===== src/rtl/serial_alu_pkg.sv =====
// Shared encodings for the bit-serial ALU sequencer: ALU function codes
// and controller state encoding.
package serial_alu_pkg;

    localparam logic [1:0] OP_AND  = 2'b00;
    localparam logic [1:0] OP_OR   = 2'b01;
    localparam logic [1:0] OP_ADD  = 2'b10;
    localparam logic [1:0] OP_RSVD = 2'b11;

    typedef enum logic [1:0] {
        S_IDLE = 2'b00,
        S_RUN  = 2'b01,
        S_DONE = 2'b10
    } state_t;

endpackage


===== src/rtl/serial_alu_ctrl_onebitalu.sv =====
// One-bit ALU slice: AND, OR, full add. z carries the adder carry and is
// held low for the logic functions and the reserved code.
module onebitALU
    import serial_alu_pkg::*;
(
    output logic y,
    output logic z,
    input  logic a,
    input  logic b,
    input  logic cin,
    input  logic c0,
    input  logic c1
);

    always_comb begin
        y = 1'b0;
        z = 1'b0;
        case ({c1, c0})
            OP_AND: y = a & b;
            OP_OR:  y = a | b;
            OP_ADD: begin
                y = a ^ b ^ cin;
                z = (a & b) | (cin & (a ^ b));
            end
            default: begin
                y = 1'b0;
                z = 1'b0;
            end
        endcase
    end

endmodule


===== src/rtl/serial_alu_ctrl.sv =====
// Bit-serial sequencer: streams WIDTH-bit operands LSB first through one
// onebitALU, recirculating its carry and assembling the result word.
//
// state  | meaning
// S_IDLE | waiting for start; result/cout hold the last operation
// S_RUN  | one operand bit per clock through the ALU, cnt = bit index
// S_DONE | done pulse; result/cout valid, start ignored
module serial_alu_ctrl
    import serial_alu_pkg::*;
#(
    parameter int WIDTH = 8
) (
    input  logic             clk,
    input  logic             rst_n,
    input  logic             start,
    input  logic [1:0]       op,
    input  logic [WIDTH-1:0] a,
    input  logic [WIDTH-1:0] b,
    input  logic             cin0,
    output logic             busy,
    output logic             done,
    output logic [WIDTH-1:0] result,
    output logic             cout
);

    localparam int CW = (WIDTH > 1) ? $clog2(WIDTH) : 1;
    localparam logic [CW-1:0] CNT_LAST = CW'(WIDTH - 1);

    state_t           state_q, state_d;
    logic [CW-1:0]    cnt_q;
    logic [WIDTH-1:0] a_sh, b_sh, result_q, result_nxt;
    logic [1:0]       op_q;
    logic             carry_q, cout_q;
    logic             alu_y, alu_z;
    logic             last_bit;

    onebitALU u_alu (alu_y, alu_z, a_sh[0], b_sh[0], carry_q, op_q[0], op_q[1]);

    assign last_bit = (cnt_q == CNT_LAST);

    // Shift-in from the top; written this way so WIDTH=1 needs no special case.
    always_comb begin
        result_nxt            = result_q >> 1;
        result_nxt[WIDTH-1]   = alu_y;
    end

    always_comb begin
        state_d = state_q;
        case (state_q)
            S_IDLE:  if (start) state_d = S_RUN;
            S_RUN:   if (last_bit) state_d = S_DONE;
            S_DONE:  state_d = S_IDLE;
            default: state_d = S_IDLE;
        endcase
    end

    always_ff @(posedge clk) begin
        if (!rst_n) begin
            state_q  <= S_IDLE;
            cnt_q    <= '0;
            a_sh     <= '0;
            b_sh     <= '0;
            op_q     <= '0;
            carry_q  <= 1'b0;
            result_q <= '0;
            cout_q   <= 1'b0;
        end else begin
            state_q <= state_d;
            case (state_q)
                S_IDLE: begin
                    if (start) begin
                        a_sh     <= a;
                        b_sh     <= b;
                        op_q     <= op;
                        carry_q  <= cin0;
                        cnt_q    <= '0;
                        result_q <= '0;
                        cout_q   <= 1'b0;
                    end
                end
                S_RUN: begin
                    result_q <= result_nxt;
                    carry_q  <= alu_z;
                    a_sh     <= a_sh >> 1;
                    b_sh     <= b_sh >> 1;
                    // cnt parks at the last index instead of wrapping
                    if (last_bit) cout_q <= alu_z;
                    else          cnt_q  <= cnt_q + CW'(1);
                end
                default: begin
                end
            endcase
        end
    end

    assign busy   = (state_q != S_IDLE);
    assign done   = (state_q == S_DONE);
    assign result = result_q;
    assign cout   = cout_q;

endmodule


===== config.mk =====
export PLATFORM = sky130hd
export DESIGN_NAME = serial_alu_ctrl
export DESIGN_NICKNAME = d
export VERILOG_FILES = /design/src/rtl/serial_alu_pkg.sv /design/src/rtl/serial_alu_ctrl_onebitalu.sv /design/src/rtl/serial_alu_ctrl.sv
export SDC_FILE = /design/constraint.sdc
export NUM_CORES = 1
export LEC_CHECK = 0
export BUFFER_PORTS_ARGS = -buffer_cell sky130_fd_sc_hd__clkbuf_2
export CAP_MARGIN = 25
export CORE_MARGIN = 4
export CORE_UTILIZATION = 55
export CTS_CLUSTER_SIZE = 12
export DETAILED_ROUTE_END_ITERATION = 10
export HOLD_SLACK_MARGIN = 0.1
export PLACE_DENSITY = 0.81
export SLEW_MARGIN = 15
export SYNTH_ARGS = -nofsm -noshare
export SYNTH_HDL_FRONTEND = slang
export SYNTH_HIERARCHICAL = 1
export SYNTH_SLANG_ARGS = --single-unit

===== constraint.sdc =====
create_clock -name clk -period 2.7 [get_ports clk]
set_clock_uncertainty 0.1 [all_clocks]
set_input_delay 0 -clock clk [delete_from_list [all_inputs] [get_ports clk]]
set_output_delay 0 -clock clk [all_outputs]
set_load 0.01 [all_outputs]

* After elaboration in Yosys (flattened, before gate mapping)
Index checks and enable logic that the tools add are counted.
** Storage, ports and cells
- Bits in registers :: 33
- Bits in latches :: 0
- RAM bits :: 0
- Memory bits (read-only) :: 0
- Input bits :: 22
- Output and inout bits :: 11
- Memories kept :: 0
** Operators by class
- $add $sub $neg :: 1
- $mul :: 0
- Divide/modulo/power cells :: 0
- $lt $le $gt $ge :: 0
- Eq/ne operators :: 8
- Shift operators :: 0
- Muxes and demuxes :: 19
- Bitwise gates (word level) :: 6
- Reduce and logical (&&, ||, !) cells :: 9
** Operator list (count)
- $pmux W8 S2 :: 3
- $mux W8 :: 3
- $mux W3 :: 2
- $ne A2 B2 Y1 const B :: 3
- $pmux W3 S2 :: 1
- $reduce_and A2 Y1 :: 3
- $reduce_and A3 Y1 :: 2
- $eq A2 B1 Y1 const B :: 2
- $eq A2 B2 Y1 const B :: 2
- $logic_not A2 Y1 :: 2
- $mux W1 :: 4
- $mux W2 :: 2
- $pmux W1 S2 :: 2
- $pmux W2 S2 :: 1
- $reduce_bool A2 Y1 :: 2
- $add A3 B1 Y3 const B :: 1
- $eq A3 B3 Y1 const B :: 1
- $pmux W1 S3 :: 1
- $and A1 B1 Y1 :: 2
- $or A1 B1 Y1 :: 2
- $xor A1 B1 Y1 :: 2

* Longest topological paths before layout
- Word-level depth :: 6
- Gate-level depth with buffers :: 7
- Gate-level depth less buffers :: 7

* Hierarchy
The synthesis kept the hierarchy.
** Modules (own cells, without submodules)
- serial_alu_ctrl :: times used 1, cells each 148, area each 1426.4 sq um, sequential area each 660.6 sq um
- onebitALU :: times used 1, cells each 10, area each 88.8 sq um, sequential area each 0.0 sq um

* Least setup slack after synthesis
OpenSTA, ideal clock, no wires.
- Path type :: register to register
- From :: reg a_sh[0]
- To :: reg carry_q
- Library setup time :: 0.138 ns
- Data arrival time :: 1.128 ns
- Data required time :: 2.462 ns
- Path slack :: 1.335 ns
- Stages on the path, launching flop included :: 5
- Path buffers :: 0
- Period minus slack after synthesis :: 1.365 ns
- Path through :: dfxtp_1 > fa_1 > and3b_2 > mux2i_1 > a211oi_1
** Between the ends
- Word-level cells in the longest chain between the ends :: 5
- Elaborated cells between the ends (all ways) :: 6
- Those cells by class :: mux: 2; bitwise: 4
** Ends and longest elaborated chain
- from (decl) :: RTL line serial_alu_ctrl.sv:31 : logic [WIDTH-1:0] a_sh, b_sh, result_q, result_nxt;
- from (signal assigned) :: RTL line serial_alu_ctrl.sv:84 : a_sh <= a_sh >> 1;
- $xor A1 B1 Y1 :: RTL line serial_alu_ctrl_onebitalu.sv:23 : z = (a & b) | (cin & (a ^ b));
- $and A1 B1 Y1 :: RTL line serial_alu_ctrl_onebitalu.sv:23
- $or A1 B1 Y1 (*) :: RTL line serial_alu_ctrl_onebitalu.sv:23
- $mux W1 (*) :: RTL line serial_alu_ctrl_onebitalu.sv:18 : case ({c1, c0})
- via alu_z :: RTL line serial_alu_ctrl.sv:34 : logic alu_y, alu_z;
- $pmux W1 S2 (*) :: RTL line serial_alu_ctrl.sv:69 : case (state_q)
- to (signal assigned) :: RTL line serial_alu_ctrl.sv:75 : carry_q <= cin0;
- to (signal assigned) :: RTL line serial_alu_ctrl.sv:83 : carry_q <= alu_z;
- to (decl) :: RTL line serial_alu_ctrl.sv:33 : logic carry_q, cout_q;
The timed path passes the listed nets; every way through them passes the cells marked *.
A chain may end at the register's enable or synchronous reset.

* Final worst setup path
- From :: reg state_q[0]
- To :: reg b_sh[7]
** Between the ends
- Word-level cells in the longest chain between the ends :: 3
- Elaborated cells between the ends (all ways) :: 6
- Those cells by class :: eq/ne: 2; mux: 1; reduce/logical: 3
** Ends and longest elaborated chain
- from (decl) :: RTL line serial_alu_ctrl.sv:29 : state_t state_q, state_d;
- from (signal assigned) :: RTL line serial_alu_ctrl.sv:68 : state_q <= state_d;
- $eq A2 B1 Y1 or $logic_not A2 Y1 (tied branches) :: RTL line serial_alu_ctrl.sv:69
- $reduce_bool A2 Y1 (no line) or $ne A2 B2 Y1 (tied branches)
- $reduce_and A2 Y1 (no line)
- to (signal assigned) :: RTL line serial_alu_ctrl.sv:85 : b_sh <= b_sh >> 1;
- to (decl) :: RTL line serial_alu_ctrl.sv:31
Several ways; a longest one is shown, not always the timed one.

==> reports/results.tsv <==
metric	value	unit
dp_hpwl	2030	µm
ir_drop	0.379	mV
path_max_fanout	18	
grt_usage	0.203	
async_reset_ff_frac	0	
r2r_end	b_sh[7]	
gp_congestion	0.699	
reg2reg_setup_slack	0.40	ns
critPathMostFrequentCell	dlygate4sd3_1	
core	0.00254	mm²
outcome	finished, final reports clean	
h-tree-depth	2	
final_hold_viol_count	0	
routedWlPerCell	13.0	µm
wirelength	3160	µm
ys_seq_area_frac	0.436	
drtAntennaViolNets	0	
grt_overflow_total	0	
ys.flop_type	dfxtp_1	
clock_sinks	33	
yosysWarnings	6	
synth_edf_count	0	
diodes	0	
setup_viol	0	
drive_gt1_frac	0.208	
timing.fmax	434	MHz
p_leak	0.847	nW
slew_headroom	0.355	
rows	18	
path_cells	nand4bb_1, dlygate4sd3_1, a21oi_1, dlygate4sd3_1	
synth-seq-cells	33	
layout_common_cells	dfxtp_1 (33), clkbuf_2 (32), nor2_1 (27), dlygate4sd3_1 (25), mux2i_1 (19)	
p_per_area	483	mW/mm²
timing.final.crit_share	0.853	
portBuffers	32	
cts_max_path_buffers	2	
drv_cap	0	
ys_types	30	
antenna_found_initial	0	
reg2reg_from	state_q[0]	
slowest_delay	0.67	ns
die_y	60.5	µm
final_max_slew_viol_count	0	
syn_avg_cell_area	9.59	µm²
ctsResizeCount	0	
die_area	0.00366	mm²
tightest_slew	0.966	ns
syn_area	0.00152	mm²
finalNetCount	239	
ios	33	
tns	0	ns
cp_slowest_cell	dfxtp_1	
crit_start	state_q[0]	
rsz0062_at_grt	no	
worst_setup_path_end_kind	flop	
synth_top_area_frac	0.436	
grt_max_degree	33	
cts_made_buffers	5	
first_pass_iters	4	
drc_errors	0	
clkTransAtPathRegs	0.10	ns
crit_type	reg2reg	
start_util	0.595	
cts_tree	built	
fillers	168	
die_w	60.5	µm
required	2.82	ns
p_total	0.000939	W
cts_root_buffer	clkbuf_4	
netlist_instances	158	
dr_total_vias	1319	
cts_setup_buffers	0	
synthToLayoutAreaGrowth	28.3	%
final_common_cell	dfxtp_1	
syn_nets	186	
synth_area_leaders	dfxtp_1 (44%), mux2i_1 (13%), a211oi_1 (7.4%), nor2_1 (6.7%), ha_1 (4.1%)	
hold-path-cell-count	4	
clk_latency	0.33	ns
crit_arrival	2.42	ns
synth_top_cell_by_area	dfxtp_1	
vias_per_cell	5.45	
crit_end	b_sh[7]	
reg2reg_depth	4	
start_kind	flop	
first_global_vias	1262	
drt-initial-drc-count	33	
grt_pass1_wl	5430	µm
fin_crit	2.30	ns
hp-class	in2reg	
worst min-delay path by stage:
| stage | start | endpoint | slack, ns |
|---|---|---|---|
| floorplan | op[0] | op_q[0] | 0.05 |
| global placement | op[1] | op_q[1] | 0.14 |
| finish | op[1] | op_q[1] | 0.36 |
| global route | rst_n | state_q[1] | 0.36 |
| detailed placement | op[1] | op_q[1] | 0.15 |
| CTS | op[1] | op_q[1] | 0.34 |
through the flow:
stage                     worst slack, ns  hold WS (ns)  cells  area [µm²]  utilization
after floorplan                      1.33        0.0472    158        1520            -
after global placement               1.02         0.138    209        1640        0.646
after detailed placement            0.870         0.148    209        1640        0.646
after CTS                           0.434         0.341    242        1940        0.764
after global routing                0.297         0.365    242        1940        0.764
final                               0.398         0.356    242        1940        0.764
cell usage after synthesis, drive strengths merged (2+ instances only):
master and number:
ha 5, nor2 27, o21ai 3, clkbuf 5, a21oi 3, a31oi 4
nand4bb 2, inv 5, nand3b 2, a211oi 15, a22oi 8, buf 7
nand2 4, dfxtp 33, nand3 5, nor2b 2, mux2i 19
flip-flops by register name (all words and copies together), names as in the netlist:
register,cells
op_q,2
cout,1
a_sh,8
state_q,2
carry_q,1
b_sh,8
cnt_q,3
result,8
routing by layer:
metal	wire (µm)	share of wire	vias up	global-route usage
met3	155	0.049	13	0.0787
met5	0	0	-	0
li1	-	-	672	-
met1	1350	0.43	600	0.229
met4	99	0.031	0	0.108
met2	1550	0.49	34	0.332
timing repair:
| item | in CTS | in global routing |
|---|---|---|
| setup endpoints to repair | 0 | 0 |
| hold endpoints to repair | 21 | 0 |
| hold buffers | 25 | 0 |
worst max-delay path: cells and delay by family (launching register included):
kind / cells / cell delay [ns]
flip-flops: 1 / 0.67
buffers and inverters: 2 / 1.16
AO/OA/AOI/OAI: 1 / 0.06
AND/OR/NAND/NOR: 1 / 0.20
layout make-up:
class	count	area (µm²)	share of cell area
clock buffers	6	41.3	0.0212
repair buffers	58	418	0.215
flip-flops and latches	33	661	0.340
multi-input cells	108	758	0.390
well taps	30	37.5	0.0193
clock inverters	2	10.0	0.00515
inverters	5	18.8	0.00965
logic make-up after synthesis:
logic type / synth area share
fa+ha+maj: 0.0545
buf+inv: 0.0636
simple gates: 0.159
compound gates: 0.162
flops: 0.436
mux: 0.126
power by group:
group          switching (W)  leakage (nW)  internal (W)  total (W)
clock               0.000160        0.0320     0.0000991   0.000259
sequential         0.0000219         0.271      0.000514   0.000535
combinational      0.0000668         0.545     0.0000783   0.000145
No activity file was read; power rests on OpenSTA's default activity.
